## config.mk

```make
export PLATFORM = sky130hd
export DESIGN_NAME = tm_lif_array_flat
export DESIGN_NICKNAME = d
export VERILOG_FILES = /design/src/rtl/tm_lif_pkg.sv /design/src/rtl/tm_lif_array_if.sv /design/src/rtl/lif_update_unit.sv /design/src/rtl/tm_lif_array.sv /design/src/flat_wrapper.sv
export SDC_FILE = /design/constraint.sdc
export NUM_CORES = 1
export LEC_CHECK = 0
export CAP_MARGIN = 15
export CORE_MARGIN = 2
export CORE_UTILIZATION = 50
export DETAILED_ROUTE_END_ITERATION = 8
export MAX_ROUTING_LAYER = met4
export PLACE_DENSITY = 0.74
export SETUP_SLACK_MARGIN = 0.15
export SLEW_MARGIN = 40
export SYNTH_ARGS = -nofsm -noshare
export SYNTH_HDL_FRONTEND = slang
export SYNTH_SLANG_ARGS = --single-unit
```

## constraint.sdc

```tcl
create_clock -name clk -period 6.1 [get_ports clk]
set_input_delay 0.61 -clock clk [delete_from_list [all_inputs] [get_ports clk]]
set_output_delay 0.61 -clock clk [all_outputs]
set_load 0.02 [all_outputs]
```

## src/rtl/tm_lif_pkg.sv

```systemverilog
// Shared helpers and defaults for the time-multiplexed LIF neuron array.
// The refractory feature is enabled by defining TM_LIF_REFRACTORY_EN.
package tm_lif_pkg;

    localparam int N_DEF           = 8;
    localparam int W_DEF           = 8;
    localparam int THRESH_INIT_DEF = 127;

    // Bits needed to index `value` entries; never less than one bit.
    function automatic int clog2(input int value);
        int r;
        r = 0;
        for (int i = 0; i < 31; i++) begin
            if ((32'sd1 <<< i) < value) begin
                r = i + 1;
            end else begin
                r = r;
            end
        end
        return (r == 0) ? 1 : r;
    endfunction

    // Unsigned add of two w-bit operands, clamped to 2^w-1 instead of wrapping.
    function automatic logic [31:0] sat_add(input logic [31:0] a, input logic [31:0] b,
                                            input int w);
        logic [32:0] sum;
        logic [32:0] max;
        sum = {1'b0, a} + {1'b0, b};
        max = (33'd1 << w) - 33'd1;
        if (sum > max) begin
            return max[31:0];
        end else begin
            return sum[31:0];
        end
    endfunction

endpackage

```

## src/rtl/tm_lif_array_if.sv

```systemverilog
// Bus bundle between the neuron array, its current source/configurator and the spike consumer.
interface tm_lif_array_if #(
    parameter int N = tm_lif_pkg::N_DEF,
    parameter int W = tm_lif_pkg::W_DEF
) ();
    localparam int SW = tm_lif_pkg::clog2(N);

    logic          en;
    logic [W-1:0]  current;
    logic          cfg_we;
    logic [SW-1:0] cfg_addr;
    logic [W-1:0]  cfg_data;
    logic [SW-1:0] slot;
    logic [N-1:0]  spike;
    logic          out_valid;
    logic [SW-1:0] out_slot;
    logic [W-1:0]  state;
    logic          frame_done;

    modport master (
        output en, current, cfg_we, cfg_addr, cfg_data,
        input  slot, spike, out_valid, out_slot, state, frame_done
    );

    modport slave (
        input  en, current, cfg_we, cfg_addr, cfg_data,
        output slot, spike, out_valid, out_slot, state, frame_done
    );
endinterface

```

## src/rtl/lif_update_unit.sv

```systemverilog
// Combinational leak/integrate/fire step for one neuron visit.
// Refractory ports exist only when TM_LIF_REFRACTORY_EN is defined.
module lif_update_unit
    import tm_lif_pkg::*;
#(
    parameter int W          = W_DEF,
    parameter int LEAK_SHIFT = 1
`ifdef TM_LIF_REFRACTORY_EN
    ,parameter int REFRAC_VISITS = 2
    ,parameter int RCW           = 2
`endif
) (
    input  logic [W-1:0]   i_v,
    input  logic [W-1:0]   i_current,
    input  logic [W-1:0]   i_thr,
`ifdef TM_LIF_REFRACTORY_EN
    input  logic [RCW-1:0] i_rc,
    output logic [RCW-1:0] o_rc_next,
`endif
    output logic [W-1:0]   o_v_next,
    output logic           o_fire
);
    logic [W-1:0] w_leaked;
    logic [W-1:0] w_sum;

    // Leak, saturating integrate and threshold compare.
    always_comb begin
        w_leaked = i_v >> LEAK_SHIFT;
        w_sum    = W'(sat_add(32'(i_current), 32'(w_leaked), W));
`ifdef TM_LIF_REFRACTORY_EN
        if (i_rc != RCW'(0)) begin
            o_fire    = 1'b0;
            o_v_next  = '0;
            o_rc_next = i_rc - RCW'(1);
        end else begin
            o_fire    = (w_sum >= i_thr);
            o_v_next  = o_fire ? '0 : w_sum;
            o_rc_next = o_fire ? RCW'(REFRAC_VISITS) : RCW'(0);
        end
`else
        o_fire   = (w_sum >= i_thr);
        o_v_next = o_fire ? '0 : w_sum;
`endif
    end
endmodule

```

## src/rtl/tm_lif_array.sv

```systemverilog
// Array of N LIF neurons sharing one update unit, visited round-robin on enabled cycles.
// Optional per-neuron refractory counters: define TM_LIF_REFRACTORY_EN.
module tm_lif_array
    import tm_lif_pkg::*;
#(
    parameter int N           = N_DEF,
    parameter int W           = W_DEF,
    parameter int LEAK_SHIFT  = 1,
    parameter int THRESH_INIT = THRESH_INIT_DEF
`ifdef TM_LIF_REFRACTORY_EN
    ,parameter int REFRAC_VISITS = 2
`endif
) (
    input logic          clk,
    input logic          rst_n,
    tm_lif_array_if.slave bus
);
    localparam int SW = clog2(N);
`ifdef TM_LIF_REFRACTORY_EN
    localparam int RCW = clog2(REFRAC_VISITS + 1);
    logic [RCW-1:0] r_rc [N];
    logic [RCW-1:0] w_rc_next;
`endif

    logic [W-1:0]  r_v   [N];
    logic [W-1:0]  r_thr [N];
    logic [SW-1:0] r_slot;
    logic [N-1:0]  r_spike;
    logic          r_out_valid;
    logic [SW-1:0] r_out_slot;
    logic [W-1:0]  r_state;
    logic          r_frame_done;
    logic [W-1:0]  w_v_next;
    logic          w_fire;
    logic          w_last;

    assign w_last = (r_slot == SW'(N - 1));

    lif_update_unit #(
        .W          (W),
        .LEAK_SHIFT (LEAK_SHIFT)
`ifdef TM_LIF_REFRACTORY_EN
        ,.REFRAC_VISITS (REFRAC_VISITS)
        ,.RCW           (RCW)
`endif
    ) u_update (
        .i_v       (r_v[r_slot]),
        .i_current (bus.current),
        .i_thr     (r_thr[r_slot]),
`ifdef TM_LIF_REFRACTORY_EN
        .i_rc      (r_rc[r_slot]),
        .o_rc_next (w_rc_next),
`endif
        .o_v_next  (w_v_next),
        .o_fire    (w_fire)
    );

    // Threshold table; the update reads the pre-write value in a collision cycle.
    always_ff @(posedge clk or negedge rst_n) begin
        if (!rst_n) begin
            for (int i = 0; i < N; i++) r_thr[i] <= W'(THRESH_INIT);
        end else if (bus.cfg_we && (32'(bus.cfg_addr) < N)) begin
            r_thr[bus.cfg_addr] <= bus.cfg_data;
        end else begin
            r_thr <= r_thr;
        end
    end

    // Membrane state, visit counter and registered result outputs.
    always_ff @(posedge clk or negedge rst_n) begin
        if (!rst_n) begin
            for (int i = 0; i < N; i++) r_v[i] <= '0;
`ifdef TM_LIF_REFRACTORY_EN
            for (int i = 0; i < N; i++) r_rc[i] <= '0;
`endif
            r_slot       <= '0;
            r_spike      <= '0;
            r_out_valid  <= 1'b0;
            r_out_slot   <= '0;
            r_state      <= '0;
            r_frame_done <= 1'b0;
        end else if (bus.en) begin
            r_v[r_slot]     <= w_v_next;
`ifdef TM_LIF_REFRACTORY_EN
            r_rc[r_slot]    <= w_rc_next;
`endif
            r_spike[r_slot] <= w_fire;
            r_slot          <= w_last ? SW'(0) : r_slot + SW'(1);
            r_out_valid     <= 1'b1;
            r_out_slot      <= r_slot;
            r_state         <= w_v_next;
            r_frame_done    <= w_last;
        end else begin
            r_out_valid  <= 1'b0;
            r_frame_done <= 1'b0;
        end
    end

    assign bus.slot       = r_slot;
    assign bus.spike      = r_spike;
    assign bus.out_valid  = r_out_valid;
    assign bus.out_slot   = r_out_slot;
    assign bus.state      = r_state;
    assign bus.frame_done = r_frame_done;
endmodule

```

## src/flat_wrapper.sv

```systemverilog
// flat-port wrapper written by rule: the top's interface ports become plain ports
module tm_lif_array_flat import tm_lif_pkg::*;
#(
    parameter int N           = N_DEF,
    parameter int W           = W_DEF,
    parameter int LEAK_SHIFT  = 1,
    parameter int THRESH_INIT = THRESH_INIT_DEF

)
  (clk, rst_n, bus_en, bus_current, bus_cfg_we, bus_cfg_addr, bus_cfg_data, bus_slot, bus_spike, bus_out_valid, bus_out_slot, bus_state, bus_frame_done);
  tm_lif_array_if #(.N(N), .W(W)) bus_i ();
  input logic clk;
  input logic rst_n;
  input wire logic [$bits(bus_i.en)-1:0] bus_en;
  input wire logic [$bits(bus_i.current)-1:0] bus_current;
  input wire logic [$bits(bus_i.cfg_we)-1:0] bus_cfg_we;
  input wire logic [$bits(bus_i.cfg_addr)-1:0] bus_cfg_addr;
  input wire logic [$bits(bus_i.cfg_data)-1:0] bus_cfg_data;
  output wire logic [$bits(bus_i.slot)-1:0] bus_slot;
  output wire logic [$bits(bus_i.spike)-1:0] bus_spike;
  output wire logic [$bits(bus_i.out_valid)-1:0] bus_out_valid;
  output wire logic [$bits(bus_i.out_slot)-1:0] bus_out_slot;
  output wire logic [$bits(bus_i.state)-1:0] bus_state;
  output wire logic [$bits(bus_i.frame_done)-1:0] bus_frame_done;
  assign bus_i.en = bus_en;
  assign bus_i.current = bus_current;
  assign bus_i.cfg_we = bus_cfg_we;
  assign bus_i.cfg_addr = bus_cfg_addr;
  assign bus_i.cfg_data = bus_cfg_data;
  assign bus_slot = bus_i.slot;
  assign bus_spike = bus_i.spike;
  assign bus_out_valid = bus_i.out_valid;
  assign bus_out_slot = bus_i.out_slot;
  assign bus_state = bus_i.state;
  assign bus_frame_done = bus_i.frame_done;
  tm_lif_array #(.N(N), .W(W), .LEAK_SHIFT(LEAK_SHIFT), .THRESH_INIT(THRESH_INIT)) u_core (.clk(clk), .rst_n(rst_n), .bus(bus_i));
endmodule
```

== Word-level counts from Yosys, hierarchy flattened ==
Index checks and enable logic that the tools add are counted.
Cells by class
  add/sub/neg operators: 2
  magnitude comparators: 8
  equal/unequal tests: 1
  muxes and demuxes: 20
  bitwise operators: 2
  reduce and logical (&&, ||, !) cells: 3
Operator list (count)
  bitwise mux 64 bit: 2
  2-to-1 mux 8 bit: 8
  binary-select mux 8 bit (select 3 bit): 2
  demux 8 bit (select 3 bit): 2
  adder 8 x 7 -> 9 bit: 1
  greater-than comparator 9 x 8 -> 1 bit (second input constant): 1
  bitwise mux 8 bit: 1
  >= comparator 4 bit (second input constant): 2
  >= comparator 8 bit: 1
  less-than comparator 4 x 1 -> 1 bit (second input constant): 2
  inverter 3 -> 4 bit: 2
  less-than comparator 3 x 4 -> 1 bit (second input constant): 1
  adder 3 x 1 -> 3 bit (second input constant): 1
  demux 1 bit (select 3 bit): 1
  equality test 3 bit (second input constant): 1
  >= comparator 3 x 1 -> 1 bit (second input constant): 1
  logical AND 1 bit: 3
  2-to-1 mux 1 bit: 3
  2-to-1 mux 3 bit: 1
Storage, ports and cells
  register bits after elaboration: 152
  output and inout port bits: 24
  word-level logic and storage cells: 58

== Longest topological paths before layout ==
Gate-level depths: netlist of the first run.
  word-level depth: 10
  depth in mapped cells: 17
  depth with buffers taken out: 14

== Modules after synthesis ==
From an unflattened synthesis of the first run, not the netlist that was laid out.
Unflattened totals
  cell total of the unflattened synthesis: 469
  area total of the unflattened synthesis: 7442.1 um2
By module, submodules not included
  tm_lif_array: times used 1, cells each 395, area each 6837.8 um2, seq. area each 3873.7 um2
  lif_update_unit: times used 1, cells each 74, area each 604.3 um2, seq. area each 0.0 um2

== Worst setup path after synthesis of the first run ==
No wires, ideal clock.
  path type: register to register
  start point: reg u_core.r_slot[0], in the netlist u_core.bus.slot[0]
  end point: reg u_core.r_spike[0], in the netlist u_core.bus.spike[0]
  setup time: 0.131 ns
  arrival time: 4.537 ns
  slack: 1.432 ns
  stages on the path, launching flop included: 18
  buffers on the path: 3
  clock period less this slack: 4.668 ns
  cells stage by stage: dfrtp_1 buf_2 buf_2 mux4_2 mux2_2 ha_1 fa_1 a211oi_2 or3_4 and2_1 nand2b_1 ha_1 a211oi_1 o21ai_1 a41oi_4 or2_0 buf_2 o21ai_1
Between the ends
  longest elaborated chain between the ends: 9
  elaborated cells on any way between the ends: 17
  classes of those cells: add/sub: 1; order compare: 4; mux: 10; bitwise: 1; reduce/logical: 1
Ends and longest elaborated chain
  start: declaration: RTL line tm_lif_array.sv:27  | logic [SW-1:0] r_slot;
  start signal: assignment: RTL line tm_lif_array.sv:88  | r_slot <= w_last ? SW'(0) : r_slot + SW'(1);
  inverter 3 -> 4 bit (not written as such): RTL line tm_lif_array.sv:47, tm_lif_array.sv:49
  binary-select mux 8 bit (select 3 bit): RTL line tm_lif_array.sv:47  | .i_v (r_v[r_slot]),
  2-to-1 mux 8 bit (not written as such) (2 in series): RTL line tm_lif_array.sv:47
  adder 8 x 7 -> 9 bit: RTL line tm_lif_pkg.sv:28  | sum = {1'b0, a} + {1'b0, b};
  greater-than comparator 9 x 8 -> 1 bit: RTL line tm_lif_pkg.sv:30  | if (sum > max) begin
  2-to-1 mux 8 bit: RTL line tm_lif_pkg.sv:30
  >= comparator 8 bit: RTL line lif_update_unit.sv:41  | o_fire = (w_sum >= i_thr);
  bitwise mux 8 bit *: RTL line tm_lif_array.sv:87  | r_spike[r_slot] <= w_fire;
  end signal: indexed assignment: RTL line tm_lif_array.sv:87
  end: declaration: RTL line tm_lif_array.sv:28  | logic [N-1:0] r_spike;
Every way passes the cells marked *; elsewhere a longest branch is shown, timed or not. The select of a mux whose other input is x is not followed.
A chain may end at the register's enable or synchronous reset.

== Final worst setup path of the first run ==
  start point: reg u_core.r_slot[1], in the netlist u_core.bus.slot[1]
  end point: reg u_core.r_spike[2], in the netlist u_core.bus.spike[2]
Same word-level chain as after synthesis.

==> flow_summary.toml, run 1 <==
[detailed_routing]
wl_met3_um = 742
vias_per_cell = 5.87
route.antenna.remaining_nets = 0
m1WireLength_um = 6870
firstDrtPassIters = 4
first_iter_violations = 318
drc = 0
drt-wirelength-per-cell_um = 19.6
wirelength_um = 15300
vias = 4565
route.met2.wl_um = 7430
top_layer = "met4"

[logic_synthesis]
syn-num-nets = 582
yosys.cell_types.count = 60
synth-edff-count = 0
synth-compound-area-share = 0.104
syn_area_um2 = 7110
yosys_register_bits = 144
synthCells = 541
yosysWarningCount = 0
synth_xor_area_frac = 0.00247
async_reset_ff_frac = 1.00
yosysTopAreaCell = "dfrtp_1"
ys_seq_area_frac = 0.517
synth_top_flop_cell = "dfrtp_1"
synth.area.top_cells = "dfrtp_1, dfstp_2, mux2_2"
synth_adder_area_share = 0.0328
synth_top_cell_area_share = 0.310
syn_area_per_cell_um2 = 13.1
synth_top_family_by_area = "multiplexers"
synth.area.mux_share = 0.238
synthSimpleGateAreaFrac = 0.0806

[power]
clock_power_share = 0.213
p_seq_frac = 0.288
p_switching_mw = 2.22
internal-power_mw = 3.18
p_leak_nw = 3.50
sw_frac_of_total = 0.411
power_per_cell_area_nw_per_um2 = 642
ir_drop_v = 0.000436
pwr-share-comb = 0.499

[clock_tree]
htree_levels = 4
clock_sinks = 144
clockRootBuffer = "clkbuf_16"
hold_buffers = 0
cts_buffers = 17
cts_tree = "done"
clk_pin_slew_ns = 0.06
clk_latency_ns = 0.42
post_cts_buffers = 0
post_cts_resized = 0
clockBufferDepth = 2

[global_routing]
grt-ovfl-total = 0
antenna_found_initial = 0
first_global_vias = 4706
grt_usage = 0.226
grt_max_degree = 83
grt_pass1_wl_um = 24900

[timing]
tns_ns = 0
tightest_slew_ns = 0.882
fmax_mhz = 199
setup_viol = 0
finalHoldViolations = 0
whs_ns = 0.160
slew_headroom = 0.412
skew_ns = 0.00786
final_max_slew_viol_count = 0
grt_setup_unrepaired = "no"
post-route-period-util = 0.824
min_period_ns = 5.03

[placement]
place_congestion = 0.824
hpwl_um = 10100
portBuffers = 46

[finish]
mostFrequentLayoutCell = "dfrtp_1"
drive_gt1_frac = 0.396
layout_common_cells = "dfrtp_1, mux2_2, nand2_1, dfstp_2, clkdlybuf4s50_1"
syn_to_final_growth_pct = 18.4
final_nets = 626
fillerInstances = 1062
diodes = 0

[setup_path]
worstPathRequired_ns = 6.38
regToRegStartpoint = "u_core.bus.slot[1]"
worstReg2RegEnd = "u_core.bus.spike[2]"
crit_arrival_ns = 5.31
startpoint_type = "flop"
worst_r2r_path_depth = 14
ff2ff_setup_slack_ns = 1.07
crit_type = "reg -> reg"
critPathMaxFanout = 19
crit_path_end_kind = "flop"

[die]
die_area_um2 = 15200
core_um2 = 13900
die_h_um = 123
start_util = 0.512
pin_count = 47
die_w_um = 123
std_cell_rows = 43

[worst_hold_path]
hold_class = "in -> async"

[outcome]
status = "finished clean"

[flow_run]
max_cap_violations = 0
[kinds of logic (layout without fill, tap and decap cells)]
group                    count (synthesis)  in the layout
flip-flops                             144            144
multiplexers                           121            121
AND/OR/NAND/NOR                        114            114
AO/OA/AOI/OAI                          103            103
buffers and inverters                   39             96
adder cells (fa/ha/maj)                 18             18
XOR/XNOR                                 2              2
[power groups by stage]
stage          Combinational [mW]  Clock [mW]  Sequential (mW)
2_1_floorplan                1.99           0             1.53
5_1_grt                      2.94        1.21             1.59
4_1_cts                      2.69        1.16             1.55
3_3_place_gp                 2.58           0             1.54
3_5_place_dp                 2.66           0             1.56
6_report                     2.69        1.15             1.55
[routing by layer]
metal,GRT usage,up-vias
met4,0.0732,0
met2,0.348,114
li1,-,2080
met1,0.300,2353
met3,0.0507,18
met5,-,-
[registers in the layout, summed over array words and instances (netlist names)]
name / flops
u_core.bus.spike: 8
u_core.bus.out_slot: 3
u_core.bus.out_valid: 1
u_core.bus.frame_done: 1
u_core.r_thr: 64
u_core.bus.state: 8
u_core.r_v: 56
u_core.bus.slot: 3
[worst max path at each step]
stage / to / from / cells past startpoint
after CTS: u_core.bus.spike[2] / u_core.bus.slot[0] / 14
after floorplan: u_core.bus.spike[0] / u_core.bus.slot[0] / 17
after global routing: u_core.bus.spike[2] / u_core.bus.slot[0] / 14
final: u_core.bus.spike[2] / u_core.bus.slot[1] / 14
after detailed placement: u_core.bus.spike[2] / u_core.bus.slot[0] / 14
after global placement: u_core.bus.spike[1] / u_core.bus.slot[0] / 14
[through the flow]
| step | area, µm² | std cells | total power, mW | worst slack, ns | util |
|---|---|---|---|---|---|
| 2_1_floorplan | 7110 | 541 | 3.51 | 1.43 | - |
| 3_3_place_gp | 7700 | 745 | 4.13 | 1.10 | 0.555 |
| 3_5_place_dp | 7710 | 745 | 4.23 | 0.980 | 0.555 |
| 4_1_cts | 8380 | 777 | 5.41 | 0.916 | 0.604 |
| 5_1_grt | 8410 | 778 | 5.75 | 0.715 | 0.606 |
| 6_report | 8410 | 778 | 5.40 | 1.07 | 0.606 |
[critical path, cell delays in order, from the launching register on]
cell      delay (ns)
dfrtp_1         0.91
mux4_2          0.42
mux2_2          0.28
ha_1            0.23
fa_1            0.44
a211oi_2        0.33
nor2_1          0.13
mux2i_1         0.27
nand2_1         0.11
ha_1            0.37
a21oi_1         0.16
o21ai_1         0.10
a41oi_4         0.45
or2_0           0.49
o21ai_1         0.16
[cell usage after synthesis (2+ instances only)]
cell type  instances
a211oi_1           2
mux2_2            76
o21ai_1           25
a21oi_1            4
dfstp_2           56
buf_1              6
inv_1             11
dfrtp_1           88
nor3_2             2
o21a_1             2
o211ai_1           2
nor3_1             2
nand3_1            5
o21ai_2           13
o22ai_4            2
nand3b_1           2
nor2_1             6
buf_4              2
buf_2             11
nand2_1           73
ha_1              17
o21ai_0           36
nand2b_1           3
o211ai_2           3
nand4_1            2
mux4_2            30
nor2b_1            3
mux2i_1           14
and2_1             2
clkbuf_1           8
nand4b_1           4
[area by class of cell]
class | count | area [µm²] | area share
sequential | 144 | 3680 | 0.437
clock buffer | 24 | 524 | 0.0623
tap | 180 | 225 | 0.0268
multi-input combinational | 358 | 3280 | 0.389
timing repair buffer | 53 | 522 | 0.0620
clock inverter | 8 | 145 | 0.0173
inverter | 11 | 41.3 | 0.00491
Power figures use the tool's default switching activity.
==> run 2: changes to the inputs <==
Clock period 6.1 ns to 5.18 ns, I/O delays scaled along.
==> run 2 against run 1 <==
Effect of this change:
- sequential share of layout area is 0.46 points higher
- hold slack got worse by 0.029 ns
- clock power barely moved
- core utilization shrank 0.63 points
- setup slack worse by 0.63 ns
- final cell count up 0.26%
- critical endpoint is now u_core.r_v[57]
- largest power group unchanged
==> flow_summary.toml, run 2 (synthesized netlist as in run 1, its figures left out) <==
[clock_tree]
clockRootBuffer = "clkbuf_16"
cts_buffers = 17
cts_tree = "done"
htree_levels = 4
post_cts_buffers = 0
hold_buffers = 0
clk_latency_ns = 0.42
post_cts_resized = 0
clockBufferDepth = 2
clock_sinks = 144
clk_pin_slew_ns = 0.06

[timing]
fmax_mhz = 211
finalHoldViolations = 0
min_period_ns = 4.74
setup_viol = 0
tightest_slew_ns = 0.839
grt_setup_unrepaired = "no"
tns_ns = 0
post-route-period-util = 0.915
final_max_slew_viol_count = 0
slew_headroom = 0.441
skew_ns = 0.00695

[power]
internal-power_mw = 3.63
finalPower_mw = 6.26
sw_frac_of_total = 0.420
clock_power_share = 0.186
power_per_cell_area_nw_per_um2 = 752
p_leak_nw = 3.47
p_seq_frac = 0.291
ir_drop_v = 0.000411
pwr-share-comb = 0.523
p_switching_mw = 2.63

[finish]
drive_gt1_frac = 0.397
register_area_um2 = 3680
mostFrequentLayoutCell = "dfrtp_1"
final_nets = 628
fillerInstances = 1080
multi_input_area_um2 = 3270
layout_common_cells = "dfrtp_1, mux2_2, nand2_1, dfstp_2, clkdlybuf4s50_1"
largest_reg_flops = 64
syn_to_final_growth_pct = 17.1
top_register = "u_core.r_thr"
diodes = 0
largestRegisters = "u_core.r_thr x64, u_core.r_v x56"

[detailed_routing]
vias = 4527
route.antenna.remaining_nets = 0
first_iter_violations = 257
drc = 0
vias_per_cell = 5.80
wirelength_um = 15400
firstDrtPassIters = 4
drt-wirelength-per-cell_um = 19.8

[global_routing]
first_global_vias = 4810
antenna_found_initial = 0
grt-ovfl-total = 0
grt_pass1_wl_um = 25200
grt_usage = 0.231
grt_max_degree = 96

[die]
pin_count = 47
start_util = 0.512
die_w_um = 123
die_area_um2 = 15200
std_cell_rows = 43
die_h_um = 123
core_um2 = 13900

[setup_path]
crit_arrival_ns = 5.05
worst_r2r_path_depth = 15
regToRegStartpoint = "u_core.bus.slot[0]"
crit_type = "reg -> reg"
worstPathRequired_ns = 5.49
crit_path_end_kind = "flop"
critPathMaxFanout = 23
startpoint_type = "flop"
ff2ff_setup_slack_ns = 0.44
worstReg2RegEnd = "u_core.r_v[57]"

[placement]
portBuffers = 46
hpwl_um = 10200
place_congestion = 0.833

[outcome]
status = "finished clean"

[worst_hold_path]
hold_class = "in -> async"

[flow_run]
max_cap_violations = 0
==> run 2: cell types whose count changed in the layout (fill, tap and decap cells not counted), sizes merged <==
cell,before,now
clkinv,3,2
buf,8,9
clkinvlp,0,1
bufinv,4,0
clkbuf,24,30
inv,12,11
==> run 2: layout make-up <==
| cell class | count | area share |
|---|---|---|
| clock buffer | 29 | 0.0673 |
| clock inverter | 3 | 0.00210 |
| inverter | 11 | 0.00496 |
| multi-input combinational | 358 | 0.393 |
| sequential | 144 | 0.442 |
| tap | 180 | 0.0271 |
| timing repair buffer | 55 | 0.0639 |
==> run 2: how the worst max path moves through the flow <==
stage	startpoint	endpoint	cells after the start
2_1_floorplan	u_core.bus.slot[0]	u_core.bus.spike[0]	17
3_3_place_gp	u_core.bus.slot[0]	u_core.bus.spike[1]	14
3_5_place_dp	u_core.bus.slot[0]	u_core.bus.spike[7]	14
4_1_cts	u_core.bus.slot[0]	u_core.bus.spike[7]	14
5_1_grt	u_core.bus.slot[0]	u_core.r_v[57]	15
6_report	u_core.bus.slot[0]	u_core.r_v[57]	15
==> run 2: critical path: stages (launching register included) <==
cell and delay [ns]:
dfrtp_4 0.68, mux4_2 0.54, mux2_2 0.28, ha_1 0.23, fa_1 0.44, a211oi_2 0.32, or3_4 0.24, and2_1 0.16
nand2b_1 0.08, ha_1 0.33, a211oi_1 0.27, o21ai_1 0.14, a41oi_4 0.31, buf_4 0.23, o21ai_2 0.14, o21ai_0 0.23
==> run 2: power by group through the flow <==
stage	combinational, mW	sequential (mW)	clock, mW
after floorplan	2.34	1.80	0
after global placement	3.13	1.81	0
after detailed placement	3.24	1.83	0
after CTS	3.27	1.82	1.18
after global routing	3.55	1.87	1.23
final	3.27	1.82	1.16
==> run 2: layer usage <==
layer	up-vias	GRT usage	part of all wire
li1	2074	-	-
met3	25	0.0494	0.044
met5	-	-	0
met1	2324	0.302	0.45
met2	104	0.355	0.49
met4	0	0.0895	0.022
==> run 2: per-stage QoR <==
stage	util	hold WS (ns)	cell area, µm²	setup WS (ns)	instances
floorplan	-	0.222	7110	0.512	541
global placement	0.557	0.457	7730	0.469	748
detailed placement	0.557	0.465	7730	0.229	748
CTS	0.598	0.206	8310	0.197	780
global route	0.600	0.214	8320	0.227	780
finish	0.600	0.130	8320	0.440	780
==> run 3: changes to the inputs <==
Settings changed: CORE_MARGIN 2 to 1, SLEW_MARGIN 40 to 20.
==> run 3 against run 2 <==
Effect of this change:
- wire length shrank 1.6%
- register-to-register slack better by 0.07 ns
- largest power group unchanged
- total power fell by 0.19%
- sequential power is essentially flat
- core utilization down 0.23 points
- critical endpoint is now u_core.r_v[3]
- global-route usage is 0.49 points higher
- clock power is essentially flat
- final cell count is 0.38% lower
==> flow_summary.toml, run 3 (synthesized netlist as in run 1, its figures left out) <==
[finish]
largest_reg_flops = 64
finalCoreUtilization = 0.597
syn_to_final_growth_pct = 16.7
layout.cells.non_filler = 777
mostFrequentLayoutCell = "dfrtp_1"
drive_gt1_frac = 0.392
diodes = 0
layout_common_cells = "dfrtp_1, mux2_2, nand2_1, dfstp_2, clkdlybuf4s50_1"
design_area_um2 = 8290
top_register = "u_core.r_thr"
final_nets = 627
largestRegisters = "u_core.r_thr x64, u_core.r_v x56"

[global_routing]
antenna_found_initial = 0
grt_max_degree = 90
grt_usage = 0.236
first_global_vias = 4694
grt_pass1_wl_um = 25200
grt-ovfl-total = 0

[clock_tree]
clockBufferDepth = 2
cts_buffers = 17
cts_tree = "done"
htree_levels = 4
clk_latency_ns = 0.41
clockRootBuffer = "clkbuf_16"
hold_buffers = 0
clock_sinks = 144
clk_pin_slew_ns = 0.06

[timing]
tightest_slew_ns = 0.926
fmax_mhz = 214
post-route-period-util = 0.902
final_max_slew_viol_count = 0
min_period_ns = 4.67
slew_headroom = 0.380
setup_viol = 0
skew_ns = 0.00725
grt_setup_unrepaired = "no"
finalHoldViolations = 0
tns_ns = 0

[placement]
placed_cells = 747
portBuffers = 46
place_congestion = 0.841
hpwl_um = 10100
post_dp_cell_area_um2 = 7720

[die]
die_area_um2 = 14700
pin_count = 47
die_w_um = 121
start_util = 0.512
core_um2 = 13900
die_h_um = 121
std_cell_rows = 43

[detailed_routing]
route.antenna.remaining_nets = 0
drc = 0
firstDrtPassIters = 4
vias_per_cell = 5.79
drt-wirelength-per-cell_um = 19.5
first_iter_violations = 214
vias = 4502
wirelength_um = 15200

[power]
internal-power_mw = 3.63
clock_power_share = 0.187
p_leak_nw = 3.45
power_per_cell_area_nw_per_um2 = 754
p_seq_frac = 0.291
finalPower_mw = 6.25
sw_frac_of_total = 0.419
p_switching_mw = 2.62
pwr-share-comb = 0.522
ir_drop_v = 0.000521

[outcome]
status = "finished clean"

[flow_run]
max_cap_violations = 0

[setup_path]
crit_path_end_kind = "flop"
crit_slowest_cell = "dfrtp_4"
slowest_delay_ns = 0.67
worstPathCellList = "mux4_2, mux2_2, ha_1, fa_1, a211oi_2, or3_4, and2_1, nand2b_1, ha_1, a211oi_1, o21ai_1, a41oi_4, buf_4, o21ai_2, o21ai_1"
ff2ff_setup_slack_ns = 0.51
crit_arrival_ns = 4.99
startpoint_type = "flop"
worstPathRequired_ns = 5.50
crit_type = "reg -> reg"
critPathMaxFanout = 23

[worst_hold_path]
hold_class = "in -> async"
[run 3: final cells by class]
class | instances | area [µm²]
Clock buffer | 25 | 518
Clock inverter | 5 | 51.3
Fill cell | 1103 | 5590
Inverter | 11 | 41.3
Multi-Input combinational cell | 358 | 3260
Sequential cell | 144 | 3680
Tap cell | 180 | 225
Timing Repair Buffer | 54 | 522
[run 3: final timing paths]
path	startpoint	to	depth (start not counted)
worst max-delay path	u_core.bus.slot[0]	u_core.r_v[3]	15
worst min-delay path	rst_n	u_core.bus.state[5]	1
worst max register to register	u_core.bus.slot[0]	u_core.r_v[3]	15
worst min register to register	u_core.r_v[14]	u_core.r_v[14]	2
max in group asynchronous	rst_n	u_core.r_thr[15]	2
min in group clk	u_core.r_v[14]	u_core.r_v[14]	2
[run 3: per-layer routing]
| layer | wire [µm] | vias to the layer above | track usage |
|---|---|---|---|
| met5 | 0 | - | - |
| met4 | 229 | 0 | 0.0810 |
| met3 | 605 | 17 | 0.0414 |
| met2 | 7340 | 102 | 0.357 |
| met1 | 6980 | 2306 | 0.323 |
| li1 | - | 2077 | - |
[run 3: stage by stage]
step | setup WS [ns] | hold WS (ns)
2_1_floorplan | 0.512 | 0.222
3_3_place_gp | 0.460 | 0.456
3_5_place_dp | 0.299 | 0.468
4_1_cts | 0.266 | 0.197
5_1_grt | 0.236 | 0.240
6_report | 0.506 | 0.158
[run 3: power by group through the flow]
| stage | Sequential (mW) | Combinational, mW | Clock [mW] |
|---|---|---|---|
| detailed placement | 1.83 | 3.24 | 0 |
| global placement | 1.80 | 3.13 | 0 |
| finish | 1.82 | 3.26 | 1.17 |
| CTS | 1.82 | 3.25 | 1.19 |
| global route | 1.87 | 3.55 | 1.23 |
| floorplan | 1.80 | 2.34 | 0 |
[run 3: worst max-delay path: cells and delay by family (launching register included)]
kind,cells,cell delay (ns)
multiplexers,2,0.86
AND/OR/NAND/NOR,3,0.47
flip-flops,1,0.67
adder cells (fa/ha/maj),3,0.98
AO/OA/AOI/OAI,6,1.36
buffers and inverters,1,0.23
[run 3: timing repair]
| item | 4_1_cts | 5_1_grt |
|---|---|---|
| gates resized for setup | 0 | 2 |
| endpoints found under the setup margin | 0 | 38 |
| buffers inserted | 0 | 0 |
